$ cat config.mk
export PLATFORM = sky130hd
export DESIGN_NAME = song_player
export DESIGN_NICKNAME = d
export VERILOG_FILES = /design/src/rtl/song_pkg.sv /design/src/rtl/song_player_tone_gen.sv /design/src/rtl/song_player.sv
export SDC_FILE = /design/constraint.sdc
export NUM_CORES = 1
export LEC_CHECK = 0
export ABC_AREA = 0
export CORE_MARGIN = 5
export CORE_UTILIZATION = 45
export DETAILED_ROUTE_END_ITERATION = 10
export PLACE_DENSITY_LB_ADDON = 0.15
export SETUP_SLACK_MARGIN = 0.1
export SLEW_MARGIN = 5
export SYNTH_ARGS = -nofsm -noshare
export SYNTH_HDL_FRONTEND = slang
export SYNTH_HIERARCHICAL = 1
export SYNTH_SLANG_ARGS = --single-unit
$ cat constraint.sdc
create_clock -name clk -period 5.3 [get_ports clk]
set_input_delay 1.06 -clock clk [delete_from_list [all_inputs] [get_ports clk]]
set_output_delay 1.06 -clock clk [all_outputs]
set_load 0.1 [all_outputs]
$ cat src/rtl/song_pkg.sv
// Shared types and constants for the song sequencer and the sound sheet ROM.
// Latency: n/a (declarations only).
// Backpressure: n/a (declarations only).
package song_pkg;

    typedef enum logic [1:0] {
        IDLE = 2'd0,
        LOAD = 2'd1,
        PLAY = 2'd2,
        DONE = 2'd3
    } state_t;

    // Periods at or below this value produce no tone.
    localparam int NOTE_SILENCE = 1;

    // 1/16 s per duration tick at 50 MHz.
    localparam int DEFAULT_TICK_CYCLES = 3125000;

    // Field widths shared with the sound sheet ROM.
    localparam int NOTE_W = 20;
    localparam int DUR_W  = 5;

endpackage

$ cat src/rtl/song_player_tone_gen.sv
// Square-wave generator: high for floor(period/2) cycles, low for the rest.
// Latency: speaker is registered; first high level one cycle after en rises.
// Backpressure: none; en=0 clears the phase counter and silences the output.
module tone_gen #(
    parameter int NOTE_W = song_pkg::NOTE_W
) (
    input  logic              clk,
    input  logic              rst_n,
    input  logic              en,
    input  logic [NOTE_W-1:0] period,
    output logic              speaker
);
    import song_pkg::*;

    logic [NOTE_W-1:0] period_cnt;
    logic              audible;
    logic              period_wrap;

    // Silent periods and the end of a full period both restart the phase.
    always_comb begin
        audible     = (period > NOTE_W'(NOTE_SILENCE));
        period_wrap = !audible || (period_cnt >= period - NOTE_W'(1));
    end

    // Phase counter and registered high/low compare.
    always_ff @(posedge clk) begin
        if (!rst_n || !en) begin
            period_cnt <= '0;
            speaker    <= 1'b0;
        end else begin
            speaker    <= audible && (period_cnt < (period >> 1));
            period_cnt <= period_wrap ? '0 : period_cnt + NOTE_W'(1);
        end
    end

endmodule

$ cat src/rtl/song_player.sv
// Walks the sound sheet from index 0 to LAST_INDEX, holding each note duration*TICK_CYCLES cycles.
// Latency: one LOAD cycle per note, then PLAY; speaker registered, done pulses one cycle at song end.
// Backpressure: none; stop aborts at once and wins over start, start ignored while busy.
// Build option: SONG_PLAYER_LOOP_EN restarts from index 0 after the last note instead of stopping.
module song_player #(
    parameter int TICK_CYCLES = song_pkg::DEFAULT_TICK_CYCLES,
    parameter int LAST_INDEX  = 32,
    parameter int NOTE_W      = song_pkg::NOTE_W,
    parameter int DUR_W       = song_pkg::DUR_W
) (
    input  logic              clk,
    input  logic              rst_n,
    input  logic              start,
    input  logic              stop,
    input  logic [NOTE_W-1:0] note,
    input  logic [DUR_W-1:0]  duration,
    output logic [9:0]        number,
    output logic              speaker,
    output logic              busy,
    output logic              done
);
    import song_pkg::*;

    localparam int TICK_W = (TICK_CYCLES > 1) ? $clog2(TICK_CYCLES) : 1;

    state_t            state;
    state_t            state_nxt;
    logic [NOTE_W-1:0] note_q;
    logic [DUR_W-1:0]  dur_q;
    logic [TICK_W-1:0] tick_cnt;
    logic [DUR_W-1:0]  dur_cnt;
    logic              tick_wrap;
    logic              note_end;
    logic              advance;
    logic              at_last;
    logic              tone_en;

    // Note-boundary decode: a note ends on the final tick wrap, or in LOAD when its duration is 0.
    always_comb begin
        tick_wrap = (tick_cnt == TICK_W'(TICK_CYCLES - 1));
        note_end  = (state == PLAY) && tick_wrap && (dur_cnt == dur_q - DUR_W'(1));
        advance   = note_end || ((state == LOAD) && (duration == '0));
        at_last   = (number == 10'(LAST_INDEX));
        tone_en   = (state == PLAY) && !stop && !note_end;
    end

    // State register.
    always_ff @(posedge clk) begin
        if (!rst_n) begin
            state <= IDLE;
        end else begin
            state <= state_nxt;
        end
    end

    // Next-state logic; stop overrides every other transition.
    always_comb begin
        state_nxt = state;
        busy      = (state == LOAD) || (state == PLAY);
        case (state)
            IDLE:    if (start) state_nxt = LOAD;
            LOAD:    state_nxt = PLAY;
            PLAY:    state_nxt = PLAY;
            DONE:    state_nxt = IDLE;
            default: state_nxt = IDLE;
        endcase
        if (advance) begin
`ifdef SONG_PLAYER_LOOP_EN
            state_nxt = LOAD;
`else
            state_nxt = at_last ? DONE : LOAD;
`endif
        end
        if (stop) begin
            state_nxt = IDLE;
        end
    end

    // Sheet index, note latches, tick/duration counters and the done pulse.
    always_ff @(posedge clk) begin
        if (!rst_n) begin
            number   <= '0;
            note_q   <= '0;
            dur_q    <= '0;
            tick_cnt <= '0;
            dur_cnt  <= '0;
            done     <= 1'b0;
        end else if (stop) begin
            number   <= '0;
            tick_cnt <= '0;
            dur_cnt  <= '0;
            done     <= 1'b0;
        end else begin
            done <= advance && at_last;
            if (state == LOAD) begin
                note_q   <= note;
                dur_q    <= duration;
                tick_cnt <= '0;
                dur_cnt  <= '0;
            end else if (state == PLAY) begin
                tick_cnt <= tick_wrap ? '0 : tick_cnt + TICK_W'(1);
                if (tick_wrap) begin
                    dur_cnt <= dur_cnt + DUR_W'(1);
                end
            end
            if (advance) begin
                if (!at_last) begin
                    number <= number + 10'd1;
                end else begin
`ifdef SONG_PLAYER_LOOP_EN
                    number <= '0;
`else
                    number <= number;
`endif
                end
            end else if ((state == IDLE) || (state == DONE)) begin
                number <= '0;
            end
        end
    end

    tone_gen #(
        .NOTE_W (NOTE_W)
    ) u_tone_gen (
        .clk     (clk),
        .rst_n   (rst_n),
        .en      (tone_en),
        .period  (note_q),
        .speaker (speaker)
    );

endmodule

==> out/metrics.cfg <==
[setup_path]
cp_slowest_cell=a311o_1
r2r-end=u_tone_gen/period_cnt[7]$_SDFF_PP0_
cp_max_fo=20
path_delay_family=simple AND/OR/NAND/NOR gates
worst-setup-path-type=flop to flop
r2r_start=note_q[2]$_SDFFE_PN0P_
ff2ff_setup_slack_ns=1.56
worstPathCellList=nor4_1 -> and3_1 -> nand3_1 -> nor4_1 -> xnor2_1 -> ha_1 -> nand4_1 -> nor4_1 -> a22o_1 -> a311o_1 -> nor3_1
critPathMostFrequentCell=nor4_1
crit_buf_inv=0
start_kind=flop
rr_worst_depth=11
cp.required_ns=5.49
critPathMaxStageDelay_ns=0.64
cp.arrival_ns=3.92
worstSetupEndpointType=flop

[flow_run]
max_cap_viol_count=0

[place]
dp_slack_ns=1.59
dpl.hpwl_mm=8.62
port_buffers=41
gp_congestion=0.845
post_dp_cell_area_sq_mm=0.00568

[layout]
nFillCells=1054
fin_util=0.528
drive_above_1_share=0.0439
fin_area_sq_mm=0.00601
num_antenna_cells=0
area_delta_synth_final_pct=15.7
num-nets-final=735

[die]
dieArea_sq_mm=0.0138
die_h_um=117
coreArea_sq_mm=0.0114
io_pins=42
initial_core_util=0.456
die_w_um=117
rows=39

[sta]
fin_ws_ns=1.56
period_share=0.705
skew_ns=0.00704
finalHoldViolCount=0
finalCriticalPeriod_ns=3.74
fmax_ghz=0.267
worstMarginPinSlew_ns=0.972
finalSetupViolCount=0
rsz0062_at_grt=no
drv_slew=0
tns_ns=0
max-slew-margin-rel=0.350

[synthesis]
synth_area_sq_mm=0.00519
syn-num-nets=704
synth_area_leaders=dfxtp_1 (33%), ha_1 (12%), xnor2_1 (6.6%)
synth_warnings=6
yosysMostFrequentCell=nand2_1
synth_top_area_share=0.332
yosys-top-cells-count=nand2_1 (87), dfxtp_1 (86), ha_1 (50)
synthCells=625
avgSynthCellArea_sq_um=8.30
synth_edf_count=0
yosysTopAreaCell=dfxtp_1
ys_seq_elements=86
ys_types=52
async_reset_ff_frac=0
synth_ff_type=dfxtp_1
ys_seq_area_frac=0.332

[clock_tree]
clock-sinks=86
cts-root-buf=clkbuf_16
postCtsSetupBuffers=0
cts_resized=0
clk_pin_slew_ns=0.06
cts_hold_buf=0
cts_tree=yes
insertion_delay_ns=0.35
clockBufferDepth=2
numCtsBuffers=9
htree_levels=3

[route]
route.antenna.remaining_nets=0
dr.pass1.iters=4
viasPerCell=5.31
wl_per_cell_um=14.3
drc=0
vias=4272
wirelength_mm=11.5
drtIter0Drc=186

[global_route]
grt_usage=0.173
overflow=0
antenna_found_initial=0
grt_pass1_vias=4319
grt_max_degree=32
grt_pass1_wl_mm=20.1

[power_and_ir_drop]
max-vdd-ir-drop_v=0.000233
power.density_mw_per_mm2=254
p_leak_nw=2.13

[status]
status=completed

[worst_hold_path]
hold_class=flop to flop
hp-start=note_q[7]$_SDFFE_PN0P_
hold_depth=2
hold-path-endpoint=note_q[7]$_SDFFE_PN0P_

cell type report:
class,instances,area [sq um],share of cell area
Tap cell,143,179,0.0298
Inverter,30,113,0.0188
Clock buffer,10,229,0.0381
Clock inverter,6,92.6,0.0154
Timing Repair Buffer,42,418,0.0696
Sequential cell,86,1720,0.287
Multi-Input combinational cell,487,3250,0.542
stage by stage:
step                      power [mW]  hold slack [ns]  instances
after floorplan                0.801            0.443        625
after global placement         0.848            0.459        788
after detailed placement       0.854            0.464        788
after CTS                       1.55            0.473        804
after global routing            1.59            0.490        804
final                           1.53            0.470        804
routing by layer:
metal	wire length [um]	share of wire	GRT usage	vias up
li1	-	-	-	2251
met1	5250	0.46	0.209	1970
met2	5720	0.50	0.299	36
met3	288	0.025	0.0462	15
met4	199	0.017	0.0508	0
met5	0	0	0	-
flip-flops by register name (all words and copies together) (netlist names):
signal                 cells
tick_cnt                  22
note_q                    20
u_tone_gen/period_cnt     20
number                    10
dur_cnt                    5
dur_q                      5
state                      2
done                       1
u_tone_gen/speaker         1
tightest hold or removal path: cells and delay by family (launching register included):
family	cells	cell delay (ns)
DFF	1	0.31
and+or+nand+nor	1	0.05
AOI/OAI and AO/OA	1	0.06
cell families (layout without fill, tap and decap cells):
| group | after synthesis | count (layout) | synth area share |
|---|---|---|---|
| buffers and inverters | 52 | 88 | 0.0419 |
| adders and majority gates | 50 | 50 | 0.121 |
| AOI/OAI and AO/OA | 85 | 85 | 0.110 |
| DFF | 86 | 86 | 0.332 |
| and+or+nand+nor | 287 | 287 | 0.285 |
| muxes | 2 | 2 | 0.00386 |
| xor gates and xnor gates | 63 | 63 | 0.106 |
power breakdown:
group | switching, mW | internal (mW)
Combinational | 0.0968 | 0.0847
Clock | 0.271 | 0.416
Sequential | 0.00683 | 0.652
Total | 0.374 | 1.15
layout by cell type, fill, tap and decap left out, drive strengths merged, types with 7 or more instances in the layout:
| master | instances |
|---|---|
| and3 | 7 |
| a31oi | 10 |
| nor2 | 47 |
| a21o | 8 |
| xor2 | 24 |
| nand3b | 8 |
| inv | 32 |
| nand2b | 11 |
| clkbuf | 10 |
| nand4 | 18 |
| a21boi | 25 |
| xnor2 | 39 |
| dfxtp | 86 |
| ha | 50 |
| nand2 | 87 |
| clkdlybuf4s50 | 41 |
| nand3 | 30 |
| nor3 | 33 |
| a21oi | 21 |
| nor4 | 11 |
| or3 | 9 |
how the worst max path moves through the flow:
| stage | start | cells past startpoint | end |
|---|---|---|---|
| 3_3_place_gp | duration[1] | 6 | number[9]$_SDFFE_PP0P_ |
| 4_1_cts | note_q[2]$_SDFFE_PN0P_ | 11 | u_tone_gen/period_cnt[16]$_SDFF_PP0_ |
| 3_5_place_dp | note_q[2]$_SDFFE_PN0P_ | 11 | u_tone_gen/period_cnt[2]$_SDFF_PP0_ |
| 6_report | note_q[2]$_SDFFE_PN0P_ | 11 | u_tone_gen/period_cnt[7]$_SDFF_PP0_ |
| 5_1_grt | note_q[2]$_SDFFE_PN0P_ | 11 | u_tone_gen/period_cnt[4]$_SDFF_PP0_ |
| 2_1_floorplan | note_q[12]$_SDFFE_PN0P_ | 12 | u_tone_gen/period_cnt[15]$_SDFF_PP0_ |
(Power assumes the default switching activity.)
